==> src/rtl/tmds_pkg.sv <==
// Shared definitions for the TMDS receive channel decoder: control tokens,
// the token-to-c1c0 mapping and the alignment FSM state encoding.
package tmds_pkg;

    localparam logic [9:0] TOKEN_00 = 10'h354;
    localparam logic [9:0] TOKEN_01 = 10'h0AB;
    localparam logic [9:0] TOKEN_10 = 10'h154;
    localparam logic [9:0] TOKEN_11 = 10'h2AB;

    typedef enum logic [1:0] {
        SEARCH,
        SLIP,
        WAIT,
        LOCKED
    } state_t;

    function automatic logic is_ctrl_token(input logic [9:0] word);
        return (word == TOKEN_00) || (word == TOKEN_01) ||
               (word == TOKEN_10) || (word == TOKEN_11);
    endfunction

    // Returns {c1, c0}; non-token words map to 00 and are masked by is_ctrl_token.
    function automatic logic [1:0] token_ctrl(input logic [9:0] word);
        logic [1:0] ctrl;
        case (word)
            TOKEN_01: ctrl = 2'b01;
            TOKEN_10: ctrl = 2'b10;
            TOKEN_11: ctrl = 2'b11;
            default:  ctrl = 2'b00;
        endcase
        return ctrl;
    endfunction

endpackage

==> src/rtl/tmds_channel_decoder_if.sv <==
// Word-level bundle between a 1:10 deserializer and one TMDS channel decoder.
// The deserializer side drives words and reacts to bitslip; the decoder drives the rest.
interface tmds_channel_decoder_if;
    logic [9:0] tmdsWord;
    logic       bitslip;
    logic       aligned;
    logic       de;
    logic       c0;
    logic       c1;
    logic [7:0] data;

    modport master (
        output tmdsWord,
        input  bitslip, aligned, de, c0, c1, data
    );

    modport slave (
        input  tmdsWord,
        output bitslip, aligned, de, c0, c1, data
    );
endinterface

==> src/rtl/tmds_decode_10b8b.sv <==
// Combinational TMDS 10b->8b decode with control-token classification.
// The caller registers all outputs.
module tmds_decode_10b8b
    import tmds_pkg::*;
(
    input  logic [9:0] word,
    output logic       is_token,
    output logic [1:0] ctrl,
    output logic [7:0] data
);

    logic [7:0] d;

    // Undo the optional inversion (bit 9) and then the XOR/XNOR chain (bit 8).
    always_comb begin
        is_token = is_ctrl_token(word);
        ctrl     = token_ctrl(word);
        d        = word[9] ? ~word[7:0] : word[7:0];
        data     = '0;
        data[0]  = d[0];
        for (int i = 1; i < 8; i++) begin
            data[i] = word[8] ? (d[i] ^ d[i-1]) : ~(d[i] ^ d[i-1]);
        end
    end

endmodule

==> src/rtl/tmds_channel_decoder.sv <==
// One TMDS receive channel: word alignment by control-token runs with bitslip,
// followed by a registered 10b->8b decode that is only live while locked.
module tmds_channel_decoder
    import tmds_pkg::*;
#(
    parameter int MIN_RUN       = 8,
    parameter int LOCK_RUNS     = 4,
    parameter int SEARCH_WINDOW = 4096,
    parameter int SLIP_WAIT     = 8
) (
    input logic               pixelClk,
    input logic               resetn,
    tmds_channel_decoder_if.slave tmds
);

    localparam int RUN_W  = $clog2(MIN_RUN + 1);
    localparam int RUNS_W = $clog2(LOCK_RUNS + 1);
    localparam int WIN_W  = $clog2(SEARCH_WINDOW + 1);
    localparam int WAIT_W = $clog2(SLIP_WAIT + 1);

    localparam logic [RUN_W-1:0]  RUN_MAX   = RUN_W'(MIN_RUN);
    localparam logic [RUN_W-1:0]  RUN_LAST  = RUN_W'(MIN_RUN - 1);
    localparam logic [RUNS_W-1:0] RUNS_LAST = RUNS_W'(LOCK_RUNS - 1);
    localparam logic [WIN_W-1:0]  WIN_LAST  = WIN_W'(SEARCH_WINDOW - 1);
    localparam logic [WAIT_W-1:0] WAIT_LAST = WAIT_W'(SLIP_WAIT - 1);

    state_t              state_q, state_d;
    logic [9:0]          word_q;
    logic [RUN_W-1:0]    run_cnt_q, run_cnt_d;
    logic [RUNS_W-1:0]   runs_seen_q, runs_seen_d;
    logic [WIN_W-1:0]    win_cnt_q, win_cnt_d;
    logic [WAIT_W-1:0]   wait_cnt_q, wait_cnt_d;
    logic                de_q, de_d;
    logic [1:0]          c_q, c_d;
    logic [7:0]          data_q, data_d;

    logic                is_token;
    logic [1:0]          tok_ctrl;
    logic [7:0]          dec_data;
    logic                valid_run;

    tmds_decode_10b8b u_decode (
        .word     (word_q),
        .is_token (is_token),
        .ctrl     (tok_ctrl),
        .data     (dec_data)
    );

    // Expiry is tested on the old count so the transition lands on the edge
    // where winCnt would reach SEARCH_WINDOW; a valid run always takes priority.
    always_comb begin
        valid_run   = is_token && (run_cnt_q == RUN_LAST);
        state_d     = state_q;
        runs_seen_d = runs_seen_q;
        win_cnt_d   = win_cnt_q;
        wait_cnt_d  = wait_cnt_q;
        if (!is_token) begin
            run_cnt_d = '0;
        end else if (run_cnt_q == RUN_MAX) begin
            run_cnt_d = RUN_MAX;
        end else begin
            run_cnt_d = run_cnt_q + 1'b1;
        end

        case (state_q)
            SEARCH: begin
                if (valid_run) begin
                    win_cnt_d   = '0;
                    runs_seen_d = runs_seen_q + 1'b1;
                    if (runs_seen_q == RUNS_LAST) begin
                        state_d = LOCKED;
                    end
                end else if (win_cnt_q == WIN_LAST) begin
                    state_d   = SLIP;
                    win_cnt_d = '0;
                end else begin
                    win_cnt_d = win_cnt_q + 1'b1;
                end
            end
            SLIP: begin
                state_d     = WAIT;
                run_cnt_d   = '0;
                runs_seen_d = '0;
                win_cnt_d   = '0;
                wait_cnt_d  = '0;
            end
            WAIT: begin
                run_cnt_d = '0;
                if (wait_cnt_q == WAIT_LAST) begin
                    state_d    = SEARCH;
                    wait_cnt_d = '0;
                    win_cnt_d  = '0;
                end else begin
                    wait_cnt_d = wait_cnt_q + 1'b1;
                end
            end
            LOCKED: begin
                if (valid_run) begin
                    win_cnt_d = '0;
                end else if (win_cnt_q == WIN_LAST) begin
                    state_d     = SEARCH;
                    runs_seen_d = '0;
                    win_cnt_d   = '0;
                end else begin
                    win_cnt_d = win_cnt_q + 1'b1;
                end
            end
            default: begin
                state_d = SEARCH;
            end
        endcase
    end

    // Gating on the next state keeps the decode outputs in step with aligned.
    always_comb begin
        de_d   = 1'b0;
        c_d    = 2'b00;
        data_d = '0;
        if (state_d == LOCKED) begin
            if (is_token) begin
                c_d    = tok_ctrl;
                data_d = data_q;
            end else begin
                de_d   = 1'b1;
                c_d    = c_q;
                data_d = dec_data;
            end
        end
    end

    always_ff @(posedge pixelClk or negedge resetn) begin
        if (!resetn) begin
            state_q     <= SEARCH;
            word_q      <= '0;
            run_cnt_q   <= '0;
            runs_seen_q <= '0;
            win_cnt_q   <= '0;
            wait_cnt_q  <= '0;
            de_q        <= 1'b0;
            c_q         <= 2'b00;
            data_q      <= '0;
        end else begin
            state_q     <= state_d;
            word_q      <= tmds.tmdsWord;
            run_cnt_q   <= run_cnt_d;
            runs_seen_q <= runs_seen_d;
            win_cnt_q   <= win_cnt_d;
            wait_cnt_q  <= wait_cnt_d;
            de_q        <= de_d;
            c_q         <= c_d;
            data_q      <= data_d;
        end
    end

    assign tmds.bitslip = (state_q == SLIP);
    assign tmds.aligned = (state_q == LOCKED);
    assign tmds.de      = de_q;
    assign tmds.c0      = c_q[0];
    assign tmds.c1      = c_q[1];
    assign tmds.data    = data_q;

endmodule

==> src/flat_wrapper.sv <==
// flat-port wrapper written by rule: the top's interface ports become plain ports
module tmds_channel_decoder_flat import tmds_pkg::*;
#(
    parameter int MIN_RUN       = 8,
    parameter int LOCK_RUNS     = 4,
    parameter int SEARCH_WINDOW = 4096,
    parameter int SLIP_WAIT     = 8
)
  (pixelClk, resetn, tmds_tmdsWord, tmds_bitslip, tmds_aligned, tmds_de, tmds_c0, tmds_c1, tmds_data);
  tmds_channel_decoder_if tmds_i ();
  input logic pixelClk;
  input logic resetn;
  input wire logic [$bits(tmds_i.tmdsWord)-1:0] tmds_tmdsWord;
  output wire logic [$bits(tmds_i.bitslip)-1:0] tmds_bitslip;
  output wire logic [$bits(tmds_i.aligned)-1:0] tmds_aligned;
  output wire logic [$bits(tmds_i.de)-1:0] tmds_de;
  output wire logic [$bits(tmds_i.c0)-1:0] tmds_c0;
  output wire logic [$bits(tmds_i.c1)-1:0] tmds_c1;
  output wire logic [$bits(tmds_i.data)-1:0] tmds_data;
  assign tmds_i.tmdsWord = tmds_tmdsWord;
  assign tmds_bitslip = tmds_i.bitslip;
  assign tmds_aligned = tmds_i.aligned;
  assign tmds_de = tmds_i.de;
  assign tmds_c0 = tmds_i.c0;
  assign tmds_c1 = tmds_i.c1;
  assign tmds_data = tmds_i.data;
  tmds_channel_decoder #(.MIN_RUN(MIN_RUN), .LOCK_RUNS(LOCK_RUNS), .SEARCH_WINDOW(SEARCH_WINDOW), .SLIP_WAIT(SLIP_WAIT)) u_core (.pixelClk(pixelClk), .resetn(resetn), .tmds(tmds_i));
endmodule
==> config.mk <==
export PLATFORM = sky130hd
export DESIGN_NAME = tmds_channel_decoder_flat
export DESIGN_NICKNAME = d
export VERILOG_FILES = /design/src/rtl/tmds_pkg.sv /design/src/rtl/tmds_channel_decoder_if.sv /design/src/rtl/tmds_decode_10b8b.sv /design/src/rtl/tmds_channel_decoder.sv /design/src/flat_wrapper.sv
export SDC_FILE = /design/constraint.sdc
export NUM_CORES = 1
export LEC_CHECK = 0
export ABC_AREA = 1
export BUFFER_PORTS_ARGS = -buffer_cell sky130_fd_sc_hd__buf_2
export CAP_MARGIN = 10
export CORE_MARGIN = 3
export CORE_UTILIZATION = 48
export CTS_BUF_LIST = sky130_fd_sc_hd__clkbuf_8 sky130_fd_sc_hd__clkbuf_16
export CTS_CLUSTER_SIZE = 10
export DETAILED_ROUTE_END_ITERATION = 8
export PLACE_DENSITY = 0.69
export SYNTH_ARGS = -nofsm -noshare
export SYNTH_HDL_FRONTEND = slang
export SYNTH_SLANG_ARGS = --single-unit
==> constraint.sdc <==
create_clock -name pixelClk -period 2.81 [get_ports pixelClk]
set_clock_uncertainty 0.15 [all_clocks]
set_input_delay 0.4215 -clock pixelClk [delete_from_list [all_inputs] [get_ports pixelClk]]
set_output_delay 0.4215 -clock pixelClk [all_outputs]
set_load 0.03 [all_outputs]
==> impl_metrics.env, run 1 <==
export IMPL_die_height_um=76.6
export IMPL_drive_gt1_frac=0.148
export IMPL_first_global_vias=1772
export IMPL_nNetsFinal=320
export IMPL_hp_class="input pin to flop"
export IMPL_setup_tns_ns=0
export IMPL_powerDensity_nw_per_um2=464
export IMPL_synth_top_area_cell="dfrtp_1"
export IMPL_dp_hpwl_um=3140
export IMPL_diodes=0
export IMPL_cts_max_level=2
export IMPL_timing_max_slew_rel_slack=0.326
export IMPL_maxCapViolCount=0
export IMPL_start_util=0.500
export IMPL_drc=0
export IMPL_dpl_worst_slack_ns=0.433
export IMPL_finalWorstSetupSlack_ns=0.395
export IMPL_hold_violations=0
export IMPL_r2r_slack_ns=0.39
export IMPL_min_path_cells=1
export IMPL_postRouteAntennaNets=0
export IMPL_synth_area_leaders="dfrtp_1 (49%), nand2_1 (7.4%), inv_1 (5.8%), ha_1 (5.8%), nand4_1 (4.4%)"
export IMPL_cts_tree="yes"
export IMPL_num_vias=1806
export IMPL_multiInputGateArea_um2=1040
export IMPL_fmax_mhz=414
export IMPL_grt_pass1_wl_um=7730
export IMPL_cts_setup_buffers=0
export IMPL_grt_overflow=0
export IMPL_startpoint_type="flop"
export IMPL_clkLatencyLatePin_ns=0.30
export IMPL_crit_fanout=18
export IMPL_layout_min_cycle_time_ns=2.42
export IMPL_synthesis_area_um2=2390
export IMPL_die_area_um2=5870
export IMPL_port_buffers=24
export IMPL_rsz0062_at_grt="false"
export IMPL_dp_cells=357
export IMPL_routabilityCongestion=0.801
export IMPL_drtPass1Iterations=4
export IMPL_vias_per_cell=4.95
export IMPL_worst_pin_slew_ns=1.01
export IMPL_post_route_period_util=0.860
export IMPL_synth_top_area_share=0.491
export IMPL_areaGrowthSynthToFinish_pct=12.1
export IMPL_synth_seq_cells=47
export IMPL_grt_max_degree=48
export IMPL_cts_resized=0
export IMPL_cts_buffer_depth=2
export IMPL_cp_required_ns=2.89
export IMPL_status="completed"
export IMPL_cts_root_buf="clkbuf_8"
export IMPL_postCtsHoldBufs=0
export IMPL_nFillCells=447
export IMPL_detail_route_iter0_violations=92
export IMPL_numCtsBuffers=5
export IMPL_wire_per_inst_um=11.6
export IMPL_yosysUniqueCellTypes=33
export IMPL_die_x_um=76.6
export IMPL_maxSlewViolCount=0
export IMPL_synth_cells=270
export IMPL_drt_wl_total_um=4220
export IMPL_end_kind="flop"
export IMPL_setup_violations=0
export IMPL_reg2reg_depth=10
export IMPL_seq_area_um2=1180
export IMPL_io_pins=25
export IMPL_rows=25
export IMPL_cp_arrival_ns=2.49
export IMPL_ir_worst_vdd_mv=0.325
export IMPL_hold_start="tmds_tmdsWord[6]"
export IMPL_instances_no_fill=365
export IMPL_antenna_found_initial=0
export IMPL_yosysWarnings=0
export IMPL_hold_end="u_core.word_q[6]"
export IMPL_rr_startpoint="u_core.state_q[0]"
export IMPL_yosysSeqAreaShare=0.491
export IMPL_design_core_area_um2=4790
export IMPL_syn_avg_cell_area_um2=8.86
export IMPL_clk_pin_slew_ns=0.09
export IMPL_critPathKind="flop to flop"
export IMPL_grtUsageTotal=0.166
export IMPL_p_leak_nw=1.38
export IMPL_clkSinkCount=47
export IMPL_rr_endpoint="u_core.c_q[1]"
export IMPL_synth_nets=293
where the power goes:
group	internal (mW)	switching [mW]	leakage (nW)	total, mW
Combinational	0.0182	0.0293	0.700	0.0475
Clock	0.270	0.238	0.0587	0.508
Sequential	0.683	0.00772	0.619	0.691
Total	0.971	0.275	1.38	1.25
metrics by stage:
| step | util | instance area (µm²) | total power [mW] | hold slack, ns |
|---|---|---|---|---|
| CTS | 0.561 | 2680 | 1.27 | 0.0551 |
| finish | 0.561 | 2680 | 1.25 | 0.0713 |
| floorplan | - | 2390 | 0.729 | -0.0241 |
| global route | 0.561 | 2680 | 1.31 | 0.0492 |
| detailed placement | 0.536 | 2570 | 0.753 | 0.327 |
| global placement | 0.536 | 2570 | 0.753 | 0.326 |
worst max path at each step:
stage                       from                   to  slack (ns)  cells past startpoint
3_5_place_dp   u_core.state_q[0]        u_core.c_q[0]        0.43                     10
4_1_cts        u_core.state_q[0]        u_core.c_q[1]        0.41                     10
2_1_floorplan  u_core.state_q[0]  u_core.tmds.data[0]        0.81                     11
5_1_grt        u_core.state_q[0]        u_core.c_q[0]        0.03                     10
3_3_place_gp   u_core.state_q[0]        u_core.c_q[1]        0.51                     10
6_report       u_core.state_q[0]        u_core.c_q[1]        0.39                     10
critical path, stage by stage, from the launching register on:
cell and delay, ns:
dfrtp_1 0.42, inv_1 0.13, ha_1 0.18, inv_1 0.08, nor2_2 0.32, inv_2 0.15
nand3_1 0.15, nand2_2 0.07, a21oi_4 0.37, nand2_1 0.16, a21oi_1 0.14
metal layers:
metal / GRT usage / vias to the layer above / wire length (µm)
met5: 0 / - / 0
met4: 0.0942 / 0 / 55
met3: 0.0331 / 6 / 137
met2: 0.257 / 31 / 1940
met1: 0.216 / 830 / 2080
li1: - / 939 / -
cell usage in the layout, fill, tap and decap left out, drive strengths merged:
cell,Yosys,layout
a21oi,14,14
a22oi,1,1
a2bb2oi,1,1
and3,1,1
buf,4,24
bufinv,0,1
clkbuf,0,5
clkinv,1,2
dfrtp,47,47
ha,11,11
inv,39,40
mux2i,1,1
nand2,52,52
nand3,14,14
nand4,17,17
nor2,26,26
nor3,10,10
nor3b,2,2
nor4b,1,1
o211a,1,1
o211ai,1,1
o21ai,9,9
o22ai,1,1
o311ai,1,1
o31ai,1,1
xnor2,6,6
xor2,8,8
registers in the layout, summed over array words and instances, names as in the netlist:
name,flops
u_core.tmds.de,1
u_core.tmds.data,8
u_core.word_q,10
u_core.wait_cnt_q,4
u_core.c_q,2
u_core.runs_seen_q,3
u_core.win_cnt_q,13
u_core.run_cnt_q,4
u_core.state_q,2
cell usage after synthesis:
cell / n
a21oi_1: 12
a21oi_2: 1
a21oi_4: 1
a22oi_1: 1
a2bb2oi_1: 1
and3_1: 1
buf_2: 1
buf_4: 2
buf_6: 1
clkinv_1: 1
dfrtp_1: 47
ha_1: 11
inv_1: 37
inv_2: 2
mux2i_1: 1
nand2_1: 47
nand2_2: 3
nand2_4: 2
nand3_1: 14
nand4_1: 17
nor2_1: 23
nor2_2: 3
nor3_1: 10
nor3b_1: 2
nor4b_1: 1
o211a_1: 1
o211ai_1: 1
o21ai_0: 9
o22ai_1: 1
o311ai_0: 1
o31ai_1: 1
xnor2_1: 6
xor2_1: 8
final cells by class:
| class | instances | area share |
|---|---|---|
| repair buffers | 24 | 0.0448 |
| multi-input cells | 179 | 0.386 |
| well taps | 67 | 0.0313 |
| clock inverters | 3 | 0.0177 |
| inverters | 40 | 0.0560 |
| clock buffers | 5 | 0.0257 |
| flip-flops and latches | 47 | 0.438 |
kinds of logic after synthesis:
family                     count (synthesis)  synth area share
and+or+nand+nor                          123             0.242
DFF                                       47             0.491
muxes                                      1           0.00418
AOI/OAI and AO/OA                         30            0.0779
adders and majority gates                 11            0.0575
xor gates and xnor gates                  14            0.0512
buffers and inverters                     44            0.0758
No activity file was read; power rests on OpenSTA's default activity.
==> run 2, diff against run 1 <==
--- a/config.mk
+++ b/config.mk
@@ -6,14 +6,14 @@
 export NUM_CORES = 1
 export LEC_CHECK = 0
 export ABC_AREA = 1
-export BUFFER_PORTS_ARGS = -buffer_cell sky130_fd_sc_hd__buf_2
 export CAP_MARGIN = 10
 export CORE_MARGIN = 3
 export CORE_UTILIZATION = 48
 export CTS_BUF_LIST = sky130_fd_sc_hd__clkbuf_8 sky130_fd_sc_hd__clkbuf_16
 export CTS_CLUSTER_SIZE = 10
 export DETAILED_ROUTE_END_ITERATION = 8
-export PLACE_DENSITY = 0.69
+export DONT_BUFFER_PORTS = 1
+export PLACE_DENSITY = 0.65
 export SYNTH_ARGS = -nofsm -noshare
 export SYNTH_HDL_FRONTEND = slang
 export SYNTH_SLANG_ARGS = --single-unit
==> run 2 against run 1 <==
  * Fmax shrank 0.58%
  * Die area is the same
  * Via count decreased by 0.72%
  * Count of clock-buffer cells in the layout stayed put
  * Global-route usage increased by 1.3 points
  * Register-to-register slack about the same
  * Worst hold slack improved by 0.30 ns
  * First-iteration DRC count increased by 35%
  * Final cell count shrank 3.3%
  * Largest power group unchanged
==> impl_metrics.env, run 2 (synthesis gave the netlist of run 1 again) <==
export IMPL_hp_class="flop to flop"
export IMPL_critPathKind="flop to flop"
export IMPL_startpoint_type="flop"
export IMPL_io_pins=25
export IMPL_dp_hpwl_um=3290
export IMPL_cts_max_level=2
export IMPL_critPathSlowestCell="dfrtp_1"
export IMPL_nNetsFinal=308
export IMPL_numCtsBuffers=5
export IMPL_crit_chain="inv_1 > ha_1 > inv_1 > nor2_2 > inv_2 > nand3_1 > nand2_2 > a21oi_4 > nand2_1 > a21oi_1"
export IMPL_nFillCells=425
export IMPL_die_x_um=76.6
export IMPL_detail_route_iter0_violations=124
export IMPL_timing_max_slew_rel_slack=0.676
export IMPL_end_kind="flop"
export IMPL_first_global_vias=1788
export IMPL_regMostFlops="u_core.win_cnt_q"
export IMPL_clk_pin_slew_ns=0.09
export IMPL_crit_fanout=18
export IMPL_instances_no_fill=353
export IMPL_status="completed"
export IMPL_die_height_um=76.6
export IMPL_maxCapViolCount=0
export IMPL_cp_required_ns=2.90
export IMPL_cts_resized=0
export IMPL_grt_pass1_wl_um=8430
export IMPL_dp_cells=333
export IMPL_vias_per_cell=5.08
export IMPL_path_common_cell="inv_1"
export IMPL_crit_path_max_incr_delay_ns=0.42
export IMPL_wire_per_inst_um=13.3
export IMPL_design_core_area_um2=4790
export IMPL_powerDensity_nw_per_um2=492
export IMPL_fmax_mhz=412
export IMPL_grtUsageTotal=0.179
export IMPL_worst_pin_slew_ns=0.486
export IMPL_drive_gt1_frac=0.0699
export IMPL_rows=25
export IMPL_layout_min_cycle_time_ns=2.43
export IMPL_clkLatencyLatePin_ns=0.31
export IMPL_postCtsHoldBufs=12
export IMPL_setup_violations=0
export IMPL_antenna_found_initial=0
export IMPL_cts_root_buf="clkbuf_8"
export IMPL_largest_register_ffs=13
export IMPL_hold_violations=0
export IMPL_ir_worst_vdd_mv=0.352
export IMPL_start_util=0.500
export IMPL_layout_common_cells="nand2_1 (47), dfrtp_1 (47), inv_1 (38), nor2_1 (23), nand4_1 (17)"
export IMPL_grt_overflow=0
export IMPL_p_leak_nw=1.33
export IMPL_num_vias=1793
export IMPL_grt_max_degree=48
export IMPL_drtPass1Iterations=4
export IMPL_cp_arrival_ns=2.51
export IMPL_diodes=0
export IMPL_cts_setup_buffers=0
export IMPL_port_buffers=0
export IMPL_die_area_um2=5870
export IMPL_clkSinkCount=47
export IMPL_post_route_period_util=0.865
export IMPL_cts_tree="yes"
export IMPL_maxSlewViolCount=0
export IMPL_routabilityCongestion=0.803
export IMPL_drc=0
export IMPL_postRouteAntennaNets=0
export IMPL_drt_wl_total_um=4700
export IMPL_setup_tns_ns=0
export IMPL_rsz0062_at_grt="false"
export IMPL_cts_buffer_depth=2
export IMPL_areaGrowthSynthToFinish_pct=13.5
run 2: worst paths after layout:
kind,depth (start not counted),to,slack [ns],start
min,1,u_core.runs_seen_q[0],0.37,u_core.runs_seen_q[0]
min reg2reg,1,u_core.runs_seen_q[0],0.37,u_core.runs_seen_q[0]
max in group asynchronous,2,u_core.run_cnt_q[2],1.81,resetn
max reg2reg,10,u_core.c_q[1],0.38,u_core.state_q[0]
min in group asynchronous,2,u_core.runs_seen_q[0],0.48,resetn
max,10,u_core.c_q[1],0.38,u_core.state_q[0]
run 2: stage by stage:
| stage | worst slack [ns] | hold slack (ns) | area (µm²) | total power, mW | util |
|---|---|---|---|---|---|
| finish | 0.381 | 0.366 | 2720 | 1.34 | 0.568 |
| global route | 0.134 | 0.396 | 2720 | 1.38 | 0.568 |
| CTS | 0.400 | 0.371 | 2720 | 1.35 | 0.568 |
| detailed placement | 0.436 | -0.0231 | 2450 | 0.735 | 0.511 |
| global placement | 0.494 | -0.0231 | 2450 | 0.734 | 0.511 |
| floorplan | 0.811 | -0.0241 | 2390 | 0.729 | - |
run 2: worst max-delay path, delay by kind of cell (launching register included):
family                     cells  cell delay (ns)
AOI/OAI and AO/OA              2             0.51
adders and majority gates      1             0.18
buffers and inverters          3             0.37
DFF                            1             0.42
and+or+nand+nor                4             0.73
run 2: area by class of cell:
type                            count  area, µm²  share of cell area
Clock buffer                        5       68.8              0.0253
Clock inverter                      3       63.8              0.0235
Inverter                           40        150              0.0553
Multi-Input combinational cell    179       1040               0.381
Sequential cell                    47       1180               0.433
Tap cell                           67       83.8              0.0309
Timing Repair Buffer               12        138              0.0507
run 2: report_power, final:
part / switching [mW] / internal (mW)
Clock: 0.235 / 0.352
Combinational: 0.0325 / 0.0271
Sequential: 0.00777 / 0.683
run 2: layer usage:
metal,vias to the layer above,share of wire,global-route usage
li1,907,-,-
met1,858,0.49,0.237
met2,20,0.46,0.288
met3,8,0.031,0.0414
met4,0,0.016,0.0652
met5,-,0,0
